<file path="config.mk">
export PLATFORM = sky130hd
export DESIGN_NAME = gfx_wbm_read
export DESIGN_NICKNAME = d
export VERILOG_FILES = /design/src/rtl/gfx_wbm_read.sv
export SDC_FILE = /design/constraint.sdc
export NUM_CORES = 1
export LEC_CHECK = 0
export ABC_CLOCK_PERIOD_IN_PS = 2130
export CAP_MARGIN = 20
export CORE_MARGIN = 10
export CORE_UTILIZATION = 43
export DETAILED_ROUTE_END_ITERATION = 6
export PLACE_DENSITY = 0.8
export SLEW_MARGIN = 25
export SYNTH_ARGS = -nofsm -noshare
export SYNTH_HDL_FRONTEND = slang
export SYNTH_SLANG_ARGS = --single-unit
</file>
<file path="constraint.sdc">
create_clock -name clk_i -period 2.13 [get_ports clk_i]
set_input_delay 0.5325 -clock clk_i [delete_from_list [all_inputs] [get_ports clk_i]]
set_output_delay 0.5325 -clock clk_i [all_outputs]
set_load 0.01 [all_outputs]
</file>
<file path="src/rtl/gfx_wbm_read.sv">
// Wishbone classic-cycle single-read master for the GFX pipeline.
// Each accepted request runs one bus read and ends with a one-cycle ack_o pulse; bus errors and slave timeouts are reported on err_o.
module gfx_wbm_read #(
  parameter int unsigned TIMEOUT = 256,
  parameter int unsigned TO_W    = 9
) (
  input  logic        clk_i,
  input  logic        rst_i,
  output logic        cyc_o,
  output logic        stb_o,
  output logic [2:0]  cti_o,
  output logic [1:0]  bte_o,
  output logic        we_o,
  output logic [31:0] adr_o,
  output logic [3:0]  sel_o,
  input  logic [31:0] dat_i,
  input  logic        ack_i,
  input  logic        err_i,
  input  logic        read_request_i,
  input  logic [29:0] addr_i,
  input  logic [3:0]  sel_i,
  output logic [31:0] dat_o,
  output logic        ack_o,
  output logic        err_o,
  output logic        busy_o
);

  typedef enum logic [1:0] {S_IDLE, S_BUSY, S_DONE} state_t;

  localparam logic [TO_W-1:0] TO_LAST = TO_W'(TIMEOUT - 1);

  state_t            state_q, state_d;
  logic [29:0]       addr_q, addr_d;
  logic [3:0]        sel_q, sel_d;
  logic [31:0]       dat_q, dat_d;
  logic              cyc_q, cyc_d;
  logic              ack_q, ack_d;
  logic              err_q, err_d;
  logic [TO_W-1:0]   cnt_q, cnt_d;

  always_comb begin
    state_d = state_q;
    addr_d  = addr_q;
    sel_d   = sel_q;
    dat_d   = dat_q;
    cyc_d   = cyc_q;
    ack_d   = 1'b0;
    err_d   = 1'b0;
    cnt_d   = cnt_q;
    case (state_q)
      S_IDLE: begin
        if (read_request_i) begin
          addr_d  = addr_i;
          sel_d   = sel_i;
          cyc_d   = 1'b1;
          cnt_d   = '0;
          state_d = S_BUSY;
        end
      end
      S_BUSY: begin
        if (cnt_q != '1) cnt_d = cnt_q + 1'b1;
        // err_i beats ack_i, and a real ack on the final timeout cycle still wins
        if (err_i) begin
          cyc_d   = 1'b0;
          dat_d   = '0;
          ack_d   = 1'b1;
          err_d   = 1'b1;
          state_d = S_DONE;
        end else if (ack_i) begin
          cyc_d   = 1'b0;
          dat_d   = dat_i;
          ack_d   = 1'b1;
          state_d = S_DONE;
        end else if ((TIMEOUT != 0) && (cnt_q == TO_LAST)) begin
          cyc_d   = 1'b0;
          dat_d   = '0;
          ack_d   = 1'b1;
          err_d   = 1'b1;
          state_d = S_DONE;
        end
      end
      S_DONE: begin
        cyc_d   = 1'b0;
        state_d = S_IDLE;
      end
      default: begin
        cyc_d   = 1'b0;
        state_d = S_IDLE;
      end
    endcase
  end

  always_ff @(posedge clk_i or negedge rst_i) begin
    if (!rst_i) begin
      state_q <= S_IDLE;
      addr_q  <= '0;
      sel_q   <= '0;
      dat_q   <= '0;
      cyc_q   <= 1'b0;
      ack_q   <= 1'b0;
      err_q   <= 1'b0;
      cnt_q   <= '0;
    end else begin
      state_q <= state_d;
      addr_q  <= addr_d;
      sel_q   <= sel_d;
      dat_q   <= dat_d;
      cyc_q   <= cyc_d;
      ack_q   <= ack_d;
      err_q   <= err_d;
      cnt_q   <= cnt_d;
    end
  end

  assign cyc_o  = cyc_q;
  assign stb_o  = cyc_q;
  assign cti_o  = 3'b000;
  assign bte_o  = 2'b00;
  assign we_o   = 1'b0;
  assign adr_o  = {addr_q, 2'b00};
  assign sel_o  = sel_q;
  assign dat_o  = dat_q;
  assign ack_o  = ack_q;
  assign err_o  = err_q;
  assign busy_o = (state_q != S_IDLE);

endmodule
</file>
==> impl_metrics.tcl, run 1 <==
set metrics [dict create \
    outcome "completed" \
    yosys.area_share.simple_pct 8.40 \
    vdd_drop_max_mv 0.454 \
    synth_area_um2 3520 \
    die_h_um 110 \
    critPathLaunchType "flop" \
    tritoncts_num_sinks 80 \
    cp_data_required_time_ps 2350 \
    area.growth.synth_to_final_pct 49.3 \
    drc 0 \
    synth_top_cells_by_area "dfrtp_1 (57%), mux2_4 (14%), o21ai_0 (5.8%)" \
    num_io_pins 150 \
    worst_hold_path_type "input port to async pin" \
    post_synth_mux_area_share_pct 15.0 \
    seq_area_frac_synth_pct 56.9 \
    yosysWarningCount 0 \
    clock_tree.buffer_depth 2 \
    num-nets-final 515 \
    grt_start_max_net_pins 44 \
    power_leakage_nw 2.30 \
    core-area_um2 7850 \
    max_h_tree_level 3 \
    multi_input_gate_area_in_the_final_layout_um2 1340 \
    yosys_register_bits 80 \
    clk_root_buffer_cell "clkbuf_8" \
    drive_above_1_share_pct 15.5 \
    antenna_found_initial 0 \
    residual_overflow_from_global_routing 0 \
    crit_path_frequent_cell "ha_1" \
    cp_slowest_stage_delay_ps 490 \
    yosys.area.top_type "dfrtp_1" \
    cell_count_final_fillers_out 547 \
    min_period_ps 2000 \
    crit_chain "ha_1, nand3_1, nor2_1, ha_1, or3b_1, o311ai_2, o41ai_2" \
    share_of_the_synthesized_area_in_compound_gates_ao_oa_aoi_oai_pct 12.2 \
    die_area_um2 12200 \
    final-max-slew-violation-count 0 \
    clock_insertion_delay_at_the_later_pin_of_the_skew_report_ps 340 \
    route.vias.total 2777 \
    nFillCells 607 \
    cell_area_placed_um2 5030 \
    number_of_antenna_diodes 0 \
    fin_ws_ps 131 \
    grt_pass1_vias 2953 \
    track_usage_pct 16.2 \
    hold_viol_final 0 \
    synth_xor_xnor_area_share_pct 0.249 \
    totalWireLength_mm 10.0 \
    synth_cell_type_count 34 \
    place.port_buffers 141 \
    worstPathArrival_ps 2220 \
    clkTransAtPathRegs_ps 80 \
    final.setup.tns_ps 0 \
    cts_post_setup_buffers_inserted 0 \
    floorplan.rows 32 \
    postSynthCellCount 300 \
    worst-setup-path-type "flop to flop" \
    routed_via_density 5.08 \
    detail_route.iter0.violations 150 \
    place_inst 532 \
    main_combinational_cell_family_by_area_after_synthesis "multiplexers" \
    drt.antenna.violating_nets 0 \
    unrepaired_setup_endpoints_after_global_routing "false" \
    cts_made_buffers 9 \
    tritoncts "done" \
    post-route-period-util_pct 93.9 \
    finish.instance_area_um2 5250 \
    synth_fa_ha_area_share_pct 1.07 \
    worst_slack_placed_ps -46.4 \
    critical_path.max_fanout 8 \
    max_clock_freq_ghz 0.500 \
    fin_worst_skew_ps 8.13 \
    setup.worst_path.end_class "flop" \
    dr.pass1.iters 4 \
    start_util_pct 44.8 \
    seq_area_um2 2000 \
    max_cap_violations 0 \
    detail_route.wl_per_cell_um 18.4 \
    synthesis.area_per_instance_um2 11.7 \
    yosysTopAreaCellShare_pct 56.9 \
    setup_viol 0 \
    place_hpwl_mm 7.69 \
    cellPowerDensity_nw_per_um2 1050 \
    die_width_um 110 \
    worst_hold_slack_ps 124 \
    globalplace.congestion 0.838 \
    crit_path_top_delay_cell "or3b_1" \
    grt_pass1_wl_mm 16.3 \
]
worst max-delay path: cells and delay by family, from the launching register on:
kind                       cells  cell delay (ps)
AOI/OAI and AO/OA              2              390
DFF                            1              410
and+or+nand+nor                3              640
adders and majority gates      2              440
state kept, by name (all words and copies together) (netlist names):
name and cells:
sel_o 4, state_q 2, addr_q 30, cnt_q 9
ack_o 1, dat_o 32, err_o 1, cyc_o 1
routing by layer:
| metal | vias to the layer above | wire (um) | GRT usage [%] |
|---|---|---|---|
| met5 | - | 0 | 0 |
| met4 | 0 | 96 | 4.92 |
| met3 | 8 | 891 | 6.00 |
| met2 | 124 | 4590 | 24.5 |
| met1 | 1354 | 4460 | 21.1 |
| li1 | 1291 | - | - |
path summary, 6_finish.rpt:
path                       startpoint    endpoint  slack [ps]  cells after the start
max                          cnt_q[0]    cnt_q[6]         130                      7
min                             rst_i  addr_q[27]         120                      1
max reg2reg                  cnt_q[0]    cnt_q[6]         130                      7
min reg2reg                  dat_o[7]    dat_o[7]         510                      2
max in group asynchronous       rst_i    dat_o[7]        1380                      2
min in group clk_i           dat_o[7]    dat_o[7]         510                      2
layout by cell type (no fill, tap or decap), drive strengths merged, types with 5 or more instances in the layout:
cell             n
nand2           37
nand3            5
o21ai           69
clkdlybuf4s50  139
mux2            34
clkbuf          10
conb             8
nor2             5
buf             13
inv              7
dfrtp           80
power by group:
part | switching (mW) | leakage, nW | internal, mW
sequential | 0.263 | 1.01 | 1.93
clock | 0.535 | 0.108 | 0.686
combinational | 0.827 | 1.18 | 1.27
total | 1.62 | 2.30 | 3.89
metrics by stage:
stage               util [%]  power (mW)
floorplan                  -        3.14
global placement        64.1        4.27
detailed placement      64.1        4.35
CTS                     66.9        5.58
global route            66.9        5.82
finish                  66.9        5.51
cells by family after synthesis:
kind of cell / after synthesis
DFF: 80
other: 1
and+or+nand+nor: 63
muxes: 36
adders and majority gates: 3
AOI/OAI and AO/OA: 79
buffers and inverters: 37
xor gates and xnor gates: 1
what timing repair did:
action                                  CTS  global route
endpoints found under the setup margin    1             0
hold buffers                              0             0
gates resized for setup                   2             0
layout make-up:
type	instances	share of cell area (%)
flip-flops and latches	80	38.2
clock inverters	5	1.55
clock buffers	10	2.62
repair buffers	153	29.3
inverters	7	0.501
multi-input cells	190	25.5
well taps	102	2.43
Yosys cell counts (all sizes together):
library cell / number
or4: 1
xnor2: 1
nor4: 2
o21ai: 69
mux2: 34
o31ai: 2
dfrtp: 80
nand2: 37
o311ai: 1
nor2: 5
ha: 3
or3b: 2
clkbuf: 11
o41ai: 2
nand2b: 3
nand3: 5
nor4bb: 1
mux2i: 2
inv: 7
a21oi: 4
buf: 19
o211ai: 1
conb: 1
or2: 2
nor2b: 1
nand4: 2
nor3: 2
(Power assumes the default switching activity.)
==> run 2, diff against run 1 <==
- ABC_CLOCK_PERIOD_IN_PS: 2130 -> 2600
- CORE_UTILIZATION: 43 -> 46
- PLACE_DENSITY: 0.8 -> 0.85
- clock period: 2.13 -> 2.6 ns (I/O delays scaled with it)
==> run 2 against run 1 <==
  * Clock skew increased by 3.1 ps
  * Combinational power decreased by 19%
  * Critical endpoint is now busy_o
  * Sequential cell count unchanged
  * Global-route usage increased by 0.75 points
  * Via count decreased by 1.3%
  * Critical path type is now flop to output port
  * First-iteration DRC count increased by 0.67%
  * Final cell count decreased by 0.73%
  * Largest power group unchanged
  * Wire length decreased by 0.17%
  * Non-clock buffer count decreased by 2
  * Critical path depth decreased by 5
  * Setup slack improved by 170 ps
==> impl_metrics.tcl, run 2 (synthesis gave the netlist of run 1 again) <==
set metrics [dict create \
    outcome "completed" \
    num_io_pins 150 \
    grt_pass1_vias 2839 \
    fin_ws_ps 304 \
    setup_viol 0 \
    power.share.sequential_pct 39.1 \
    place.port_buffers 141 \
    hold_viol_final 0 \
    worst_hold_path_type "input port to async pin" \
    routed_via_density 5.05 \
    cellPowerDensity_nw_per_um2 879 \
    detail_route.wl_per_cell_um 18.5 \
    totalWireLength_mm 10.0 \
    num-nets-final 513 \
    comb_power_share_pct 37.0 \
    grtUsageMet3_pct 5.57 \
    worst-setup-path-type "flop to output port" \
    internal_power_mw 3.28 \
    number_of_antenna_diodes 0 \
    globalplace.congestion 0.791 \
    floorplan.rows 31 \
    cp_data_required_time_ps 1950 \
    clock_insertion_delay_at_the_later_pin_of_the_skew_report_ps 340 \
    tritoncts "done" \
    place_hpwl_mm 7.52 \
    grt_pass1_wl_mm 15.5 \
    clock_tree.buffer_depth 2 \
    die_h_um 107 \
    critPathLaunchType "flop" \
    worst_hold_slack_ps 305 \
    mostFrequentLayoutCells "clkdlybuf4s50_1 (140), dfrtp_1 (80), o21ai_0 (41)" \
    power.net_switching_mw 1.32 \
    hold_buffers 0 \
    nFillCells 513 \
    power.share.switching_pct 28.7 \
    max_clock_freq_ghz 0.436 \
    layout.cells.most_common "clkdlybuf4s50_1" \
    max_cap_violations 0 \
    drc 0 \
    worstRegToRegCells 7 \
    die_area_um2 11500 \
    worstPathArrival_ps 1650 \
    track_usage_pct 17.0 \
    final.setup.tns_ps 0 \
    grt_start_max_net_pins 44 \
    clk_root_buffer_cell "clkbuf_8" \
    global_route.peak_usage_layer "met2" \
    drive_above_1_share_pct 14.9 \
    resized_cells_post_cts 0 \
    cts_post_setup_buffers_inserted 0 \
    start_util_pct 48.0 \
    largest_register_ffs 32 \
    cell_area_placed_um2 5000 \
    route.vias.total 2742 \
    residual_overflow_from_global_routing 0 \
    tritoncts_num_sinks 80 \
    setup.worst_path.end_class "output port" \
    cts_made_buffers 9 \
    detail_route.iter0.violations 151 \
    drt.antenna.violating_nets 0 \
    critical_path.max_fanout 12 \
    worstMarginPinSlew_ps 577 \
    vdd_drop_max_mv 0.366 \
    unrepaired_setup_endpoints_after_global_routing "false" \
    final-max-slew-violation-count 0 \
    grt_use_met1_pct 22.0 \
    core-area_um2 7330 \
    worst_slack_placed_ps 262 \
    min_period_ps 2300 \
    clkTransAtPathRegs_ps 80 \
    antenna_found_initial 0 \
    dr.pass1.iters 4 \
    grt_use_met2_pct 26.2 \
    post-route-period-util_pct 88.3 \
    power_leakage_nw 2.30 \
    finish.instance_area_um2 5240 \
    slew_headroom_pct 61.5 \
    max_h_tree_level 3 \
    fin_worst_skew_ps 11.2 \
    die_width_um 107 \
    area.growth.synth_to_final_pct 49.1 \
    clock_power_share_pct 24.0 \
]
## run 2: cell type report
type                    instances  area, um^2  share of cell area (%)
flip-flops and latches         80        2000                    38.2
repair buffers                151        1510                    28.8
multi-input cells             190        1340                    25.5
clock buffers                  11         141                    2.70
well taps                      99         124                    2.36
clock inverters                 5         104                    1.98
inverters                       7        26.3                   0.501
## run 2: per-layer routing
metal	wire length, um	part of all wire [%]	vias up
met5	0	0	-
met2	4450	44	126
met3	876	8.7	11
li1	-	-	1292
met4	93	0.93	0
met1	4600	46	1313
## run 2: power groups by stage
stage / Sequential [mW] / Clock [mW] / Combinational (mW)
after global placement: 1.80 / 0 / 1.67
after global routing: 1.84 / 1.18 / 1.82
after CTS: 1.80 / 1.13 / 1.73
after detailed placement: 1.82 / 0 / 1.72
after floorplan: 1.93 / 0 / 0.637
final: 1.80 / 1.10 / 1.70
## run 2: path summary, 6_finish.rpt
check	end	startpoint	slack [ps]
max	busy_o	state_q[1]	300
min	addr_q[28]	rst_i	310
max reg2reg	cnt_q[6]	cnt_q[0]	490
min reg2reg	sel_o[3]	sel_o[3]	510
max in group asynchronous	addr_q[29]	rst_i	1690
min in group clk_i	sel_o[3]	sel_o[3]	510
## run 2: worst max-delay path, stage by stage (launching register included)
cell             delay [ps]
dfrtp_1                 500
or2_2                   330
clkdlybuf4s50_1         480
## run 2: through the flow
step	power [mW]	std cells	utilization, %
floorplan	2.57	307	-
global placement	3.47	527	68.2
detailed placement	3.54	527	68.2
CTS	4.65	543	71.5
global route	4.84	543	71.5
finish	4.61	543	71.5
==> run 3, diff against run 2 <==
- TNS_END_PERCENT: not set -> 5
==> results of run 3 <==
No change in the layout: final DEF, timing and power equal those of run 2.
